## config.mk

```make
export PLATFORM = sky130hd
export DESIGN_NAME = rca_config_readback
export DESIGN_NICKNAME = d
export VERILOG_FILES = /design/src/rtl/rca_config_readback.sv
export SDC_FILE = /design/constraint.sdc
export NUM_CORES = 1
export LEC_CHECK = 0
export ABC_AREA = 1
export CELL_PAD_IN_SITES_DETAIL_PLACEMENT = 0
export CELL_PAD_IN_SITES_GLOBAL_PLACEMENT = 1
export CORE_UTILIZATION = 29
export CTS_CLUSTER_SIZE = 40
export DETAILED_ROUTE_END_ITERATION = 8
export PLACE_DENSITY = 0.84
export SYNTH_ARGS = -nofsm -noshare
export SYNTH_HDL_FRONTEND = slang
export SYNTH_SLANG_ARGS = --single-unit
```

## constraint.sdc

```tcl
create_clock -name clk -period 1.42 [get_ports clk]
set_input_delay 0.142 -clock clk [delete_from_list [all_inputs] [get_ports clk]]
set_output_delay 0.142 -clock clk [all_outputs]
set_load 0.01 [all_outputs]
```

## src/rtl/rca_config_readback.sv

```systemverilog
// Streams one RCA configuration table out of the configuration storage as
// zero-extended XLEN words, one storage read per word, under valid/ready.
module rca_config_readback #(
    parameter int XLEN            = 32,
    parameter int NUM_RCAS        = 2,
    parameter int NUM_READ_PORTS  = 5,
    parameter int NUM_WRITE_PORTS = 2,
    parameter int NUM_IO_UNITS    = 8
) (
    input  logic                        clk,
    input  logic                        rst,
    input  logic                        flush,
    input  logic                        req_valid,
    output logic                        req_ready,
    input  logic [3:0]                  req_rca_sel,
    input  logic [1:0]                  req_kind,
    output logic                        rd_en,
    output logic [$clog2(NUM_RCAS)-1:0] rd_rca,
    output logic [1:0]                  rd_kind,
    output logic [2:0]                  rd_idx,
    input  logic [XLEN-1:0]             rd_data,
    output logic                        rsp_valid,
    input  logic                        rsp_ready,
    output logic [XLEN-1:0]             rsp_data,
    output logic                        rsp_last,
    output logic                        rsp_err
);

    localparam int RCA_W    = $clog2(NUM_RCAS);
    localparam int IO_SEL_W = $clog2(NUM_IO_UNITS);

    typedef enum logic [2:0] {
        ST_IDLE,
        ST_ISSUE,
        ST_CAPTURE,
        ST_SEND,
        ST_ERR
    } state_t;

    state_t           state_reg;
    logic [RCA_W-1:0] rca_reg;
    logic [1:0]       kind_reg;
    logic [3:0]       count_reg;
    logic [2:0]       idx_reg;
    logic [3:0]       req_count;
    logic             req_bad;
    logic [XLEN-1:0]  keep_mask;
    logic [XLEN-1:0]  capture_word;

    // Bits surviving the per-table mask: register addresses are 5 bits wide,
    // result-mux selects are IO_SEL_W bits wide, constants keep the full word.
    genvar gi;
    generate
        for (gi = 0; gi < XLEN; gi++) begin : g_mask
            assign keep_mask[gi] = (kind_reg == 2'd2) |
                                   ((kind_reg == 2'd3) ? (gi < IO_SEL_W) : (gi < 5));
        end
    endgenerate

    assign capture_word = rd_data & keep_mask;

    always_comb begin
        req_count = 4'(NUM_READ_PORTS);
        case (req_kind)
            2'd0:    req_count = 4'(NUM_READ_PORTS);
            2'd1:    req_count = 4'(NUM_WRITE_PORTS);
            2'd2:    req_count = 4'(NUM_IO_UNITS);
            default: req_count = 4'(NUM_WRITE_PORTS);
        endcase
    end

    assign req_bad   = (32'(req_rca_sel) >= 32'(NUM_RCAS));
    assign req_ready = (state_reg == ST_IDLE) && !flush;

    always_ff @(posedge clk or negedge rst) begin
        if (!rst) begin
            state_reg <= ST_IDLE;
            rca_reg   <= '0;
            kind_reg  <= '0;
            count_reg <= '0;
            idx_reg   <= '0;
            rd_en     <= 1'b0;
            rd_rca    <= '0;
            rd_kind   <= '0;
            rd_idx    <= '0;
            rsp_valid <= 1'b0;
            rsp_data  <= '0;
            rsp_last  <= 1'b0;
            rsp_err   <= 1'b0;
        end else if (flush) begin
            state_reg <= ST_IDLE;
            rd_en     <= 1'b0;
            rd_rca    <= '0;
            rd_kind   <= '0;
            rd_idx    <= '0;
            rsp_valid <= 1'b0;
            rsp_last  <= 1'b0;
            rsp_err   <= 1'b0;
        end else begin
            case (state_reg)
                ST_IDLE: begin
                    if (req_valid) begin
                        rca_reg   <= req_rca_sel[RCA_W-1:0];
                        kind_reg  <= req_kind;
                        count_reg <= req_count;
                        idx_reg   <= '0;
                        if (req_bad) begin
                            state_reg <= ST_ERR;
                            rsp_valid <= 1'b1;
                            rsp_data  <= '0;
                            rsp_last  <= 1'b1;
                            rsp_err   <= 1'b1;
                        end else begin
                            state_reg <= ST_ISSUE;
                            rd_en     <= 1'b1;
                            rd_rca    <= req_rca_sel[RCA_W-1:0];
                            rd_kind   <= req_kind;
                            rd_idx    <= '0;
                        end
                    end
                end
                ST_ISSUE: begin
                    rd_en     <= 1'b0;
                    state_reg <= ST_CAPTURE;
                end
                ST_CAPTURE: begin
                    rsp_data  <= capture_word;
                    rsp_last  <= ({1'b0, idx_reg} == (count_reg - 4'd1));
                    rsp_err   <= 1'b0;
                    rsp_valid <= 1'b1;
                    state_reg <= ST_SEND;
                end
                ST_SEND: begin
                    if (rsp_ready) begin
                        rsp_valid <= 1'b0;
                        if (rsp_last) begin
                            state_reg <= ST_IDLE;
                            rsp_last  <= 1'b0;
                            rd_rca    <= '0;
                            rd_kind   <= '0;
                            rd_idx    <= '0;
                        end else begin
                            idx_reg   <= 3'(idx_reg + 3'd1);
                            state_reg <= ST_ISSUE;
                            rd_en     <= 1'b1;
                            rd_rca    <= rca_reg;
                            rd_kind   <= kind_reg;
                            rd_idx    <= 3'(idx_reg + 3'd1);
                        end
                    end
                end
                ST_ERR: begin
                    if (rsp_ready) begin
                        rsp_valid <= 1'b0;
                        rsp_last  <= 1'b0;
                        rsp_err   <= 1'b0;
                        state_reg <= ST_IDLE;
                    end
                end
                default: state_reg <= ST_IDLE;
            endcase
        end
    end

endmodule

```

# Word level (Yosys, flattened, before mapping)
# Cells that the tools add are included.
# totals
inputBits	43
output_inout_bits	43
wordCells	106
register_bits	55
# op_classes
muxes	49
n_bitwise	3
n_eq_ne	19
n_reduce_logical	19
n_lt_le_gt_ge	1
addsub	2
# op_table
op	count
32-bit 2-to-1 mux	2
32-bit one-hot mux with 2 select lines	1
3-bit 2-to-1 mux	13
32-bit bitwise AND	1
1-bit 2-to-1 mux	18
3-bit != test, second input constant	6
4-bit AND reduction	4
3-bit one-hot mux with 5 select lines	1
1-bit one-hot mux with 3 select lines	4
3-bit one-hot mux with 2 select lines	2
4-bit nonzero test	3
2-bit 2-to-1 mux	5
5-bit AND reduction	2
2-bit != test, second input constant	4
4-bit one-hot mux with 2 select lines	1
2-bit == test, second input constant	3
3-bit by 2-bit == test with 1-bit output, second input constant	2
3-bit AND reduction	2
3-bit by 4-bit == test with 1-bit output	1
4-bit by 2-bit >= comparator with 1-bit output, second input constant	1
2-bit one-hot mux with 2 select lines	1
2-bit nonzero test	2
4-bit by 1-bit subtractor with 4-bit output, second input constant	1
3-bit by 1-bit adder with 3-bit output, second input constant	1
other kinds (12)	12

# Logic depth before layout (Yosys ltp)
# Gate-level depths: netlist of the first run.
# depth
word_depth	5
depth_mapped	10
mapped_depth_nobuf	9

# Worst setup path after synthesis of the first run
# No wires, ideal clock.
# synth_path
path_kind	register to register
start	register state_reg[1]
end	register rsp_data[0]
stages_incl_launch_ff	10
t_required_ps	1303
setup_ps	117
synth_period_minus_slack_ps	1331
setup_slack_ps	89
arrival_ps	1213
path_buffers	1
path_cell_list	dfrtp_1 > nor2_2 > nand2_2 > inv_2 > nand2_2 > nand2_1 > nor2_2 > buf_4 > nand3_1 > nand2_1
# synth_via
elab_chain_cells	3
word_cells_on_any_way	7
cone_classes	eq/ne: 3; mux: 1; reduce/logical: 3
# synth_lines
element	line	rtl
from (decl)	40	state_t state_reg;
from (signal assigned)	77	state_reg <= ST_IDLE;
from (signal assigned)	91	state_reg <= ST_IDLE;
from (signal assigned)	108	state_reg <= ST_ERR;
3-bit by 2-bit == test with 1-bit output / 3-bit zero test (equally long branches)	100	case (state_reg)
2-bit nonzero test (no line) / 2-bit != test (equally long branches)	--	
4-bit AND reduction (no line)	--	
to (signal assigned)	127	rsp_data <= capture_word;
to (decl)	24	output logic [XLEN-1:0] rsp_data,
# Several ways; a longest one is shown, not always the timed one.
# A chain may end at the register's enable or synchronous reset.

# Worst setup path after layout of the first run
# layout_path
start	register state_reg[1]
end	register rsp_data[19]
# The elaborated chain is that of the path after synthesis.

==> impl_results.md, run 1 <==
* Outcome: finished with violations
* Violated checks: setup timing
* Max incr delay on CP at approximately 0.43 ns
* Setup violators final at between 40 and 50
* Net Switching at approximately 1.3 mW
* Biggest register: rsp_data
* CTS H-tree lvls at 2
* Final weighted congestion in routability-driven placement at between 0.8 and 0.9
* Worst vdd ir at ~0.5 mV
* Port Buf Inserts at 85
* DP Area at between 3000 and 4000 sq um
* Most used cell along the critical path: buf_6
* Dominant synthesized flop cell: dfrtp_1
* Post-synth EDFFs at 0
* Core ar. at around 8300 sq um
* Critical-path cell with the highest stage delay: dfrtp_1
* Final clock period utilization by the worst path at 1.07
* DRC at 0
* Final wirelength at roughly 8.5 mm
* Main combinational cell family by area after synthesis: simple AND/OR/NAND/NOR gates
* Crit path launch type: flip-flop
* Post-DP HPWL at about 4.9 mm
* GRT overflow at 0
* Min-delay worst type: input port to async pin
* TritonRoute pass-1 iters at 5
* WP depth at 9
* Area contributors post-synth: dfrtp_1 54%, nand2_1 19%, nand3_1 9.3%
* Max clock buf depth at 2
* Clock Power Share at 0.221
* P_int at approximately 2.8 mW
* NumNets Final at 500
* CP Buf/Inv Count at 4
* Largest net degree at the start of global routing at 55
* Clock transition at path regs at roughly 0.11 ns
* Unrepaired setup endpoints after global routing: yes
* Post-Syn Nets at between 300 and 400
* R2R depth at 9
* Top-area cell type share of the netlist area at 0.536
* Combinational share of power at 0.358
* Part of the Yosys area used for sequential elements at 0.536
* Total I/O pin count at 86
* CP endpoint: rsp_data[19]
* Final Total Pwr at approximately 4 mW
* ANT cells at 0
* Data required, critical path at 1.66 ns
* Initial antenna violation count at 0
* Final instance area at about 4800 sq um
* Reg2Reg Launch Point: state_reg[1]
* Synth cell types at 22
* Yosys warns at 0
* Final Max Slew Viols at 0
* Largest register FFs at 32
* Worst Path Max Fanout at 5
* P_leak at between 2 and 3 nW
* Xor/xnor share of the synthesized area at 0.0174
* Crit path time final at around 1.5 ns
* Die Height at ~95 um
* Switching Share at 0.318
* Die Wd at around 95 um
* Cells after synthesis at a little over 300
* Post-DR wirelength/cell at around 15 um
* Avg Vias per Cell at 4.75
* FP Rows at 33
* Final Hold Fails at 0
* Mux cell area share after synthesis at 0
* Global-route wire length before repair at ~13 mm
* Post-synth top area cell: dfrtp_1
* Seq cells post-synth at 54
* Initial core utilization at 0.304
* Pwr Density at between 800 and 900 nW/um^2
* Flop pwr share at 0.421
* Worst-margin pin slew at 0.311 ns
* Crit-path cells: nor2_4, buf_6, nand3_4, buf_6, nand4_4, buf_6, buf_12, nand2_1, nand2_1
* Via Count at about 2700
* TritonCTS buffer count at 5
* R2R Setup Slk at -0.10 ns
* Total die area at between 9000 and 10000 sq um
* CP arrival at ~1.8 ns
* CP Capture Type: flip-flop
* Worst Setup Slack, final at -0.105 ns
* Overall Global Routing Usage at 0.187
* Worst r2r dst: rsp_data[19]
* DRT iter0 DRCs at 79
* Maxcap violations at 0
* Crit path kind: flip-flop to flip-flop
* Hold_ws at 0.351 ns
* Post-synthesis average cell area at just over 8 sq um
* Crit path from: state_reg[1]
* Synth Area in Compound Gates at 0.0327
* Mapped cell area at around 2500 sq um
* Clk root buf: clkbuf_8
* Clock sinks at 54
* Fraction of the mapped netlist area in simple logic gates at 0.345
* Setup Skew at between 0.01 and 0.015 ns
* Vias in the first global route at 2579
* Post-route antenna net violation count at 0
* Ys async rst share at 1.00
* Top delay family on crit path: buffers and inverters
* Slew Limit Headroom at 0.793
* Clock insertion delay at the later pin of the skew report at just over 0.3 ns
* P&R area growth vs syn at 89.1%
* Fmax at between 600 and 700 MHz
* CTS tree: built
* Post-Synth Adder-Cell Area at 0.0149
* Layout cell share with drive strength beyond 1 at 0.378
-- cell usage after synthesis (all sizes together) (2+ instances only) --
library cell,n
a21oi,5
nand3,47
inv,20
nand4,4
xnor2,3
buf,9
nor2,18
nand2,133
o21ai,10
dfrtp,54
ha,3
xor2,2
-- cells in the final DEF (no fill, tap or decap), drive strengths merged --
| cell type | n |
|---|---|
| clkinv | 2 |
| dlygate4sd3 | 1 |
| xnor2 | 3 |
| clkinvlp | 1 |
| ha | 3 |
| dlygate4sd2 | 1 |
| a21oi | 5 |
| nand4 | 4 |
| nand2 | 133 |
| dfrtp | 54 |
| nor3 | 1 |
| clkbuf | 8 |
| clkdlybuf4s50 | 71 |
| nor2 | 18 |
| nand3 | 47 |
| dlymetal6s2s | 11 |
| buf | 60 |
| o21ai | 10 |
| o211ai | 1 |
| xor2 | 2 |
| inv | 19 |
-- power groups by stage --
stage / Combinational, mW / Sequential [mW] / Clock (mW)
floorplan: 0.414 / 1.76 / 0
global placement: 0.907 / 1.75 / 0
detailed placement: 0.919 / 1.75 / 0
CTS: 1.34 / 1.72 / 0.921
global route: 1.58 / 1.74 / 0.975
finish: 1.47 / 1.73 / 0.911
-- kinds of logic after synthesis --
family	Yosys count
adders and majority gates	3
and+or+nand+nor	203
DFF	54
xor gates and xnor gates	5
buffers and inverters	30
AOI/OAI and AO/OA	16
-- layout make-up --
type                            instances  area, sq um
Inverter                               21         87.6
Sequential cell                        54         1350
Fill cell                             722         3530
Tap cell                              105          131
Timing Repair Buffer                  145         1630
Clock buffer                            7         86.3
Multi-Input combinational cell        227         1480
Clock inverter                          1         5.00
-- worst min path at each step --
stage	endpoint	slack (ns)	cells after the start
CTS	rd_idx[0]	0.37	3
detailed placement	rd_idx[1]	0.17	2
global route	rsp_data[28]	0.38	3
global placement	rd_idx[0]	0.16	2
finish	rd_en	0.35	3
floorplan	count_reg[1]	-0.15	0
-- through the flow --
| step | worst slack, ns | util | TNS, ns | instances |
|---|---|---|---|---|
| 5_1_grt | -0.155 | 0.575 | -6.27 | 560 |
| 3_3_place_gp | -0.130 | 0.449 | -4.02 | 521 |
| 2_1_floorplan | 0.0891 | - | 0 | 311 |
| 6_report | -0.105 | 0.575 | -3.03 | 560 |
| 4_1_cts | -0.0467 | 0.533 | -1.06 | 555 |
| 3_5_place_dp | -0.172 | 0.449 | -5.87 | 521 |
-- routing by layer --
| metal | routed length (um) | GRT usage | vias to the layer above |
|---|---|---|---|
| li1 | - | - | 1285 |
| met1 | 3730 | 0.238 | 1294 |
| met2 | 4320 | 0.326 | 74 |
| met3 | 377 | 0.0311 | 6 |
| met4 | 76 | 0.0505 | 0 |
| met5 | 0 | 0 | - |
-- worst register-to-register path, delay by kind of cell, from the launching register on --
family | cells | cell delay [ns]
AND/OR/NAND/NOR | 5 | 0.46
buffers and inverters | 4 | 0.55
flip-flops | 1 | 0.43
-- what timing repair did --
action,CTS,global route
resized for setup,72,90
hold buffers,1,0
cloned,8,1
pin swaps,16,34
setup endpoints to repair,48,53
setup buffers,18,4
hold endpoints to repair,54,0
(Power assumes the default switching activity.)
==> run 2, diff against run 1 <==
Settings changed: CTS_CLUSTER_SIZE 40 to unset.
==> results of run 2 <==
The final DEF is identical to that of run 1; final timing and power are the same.
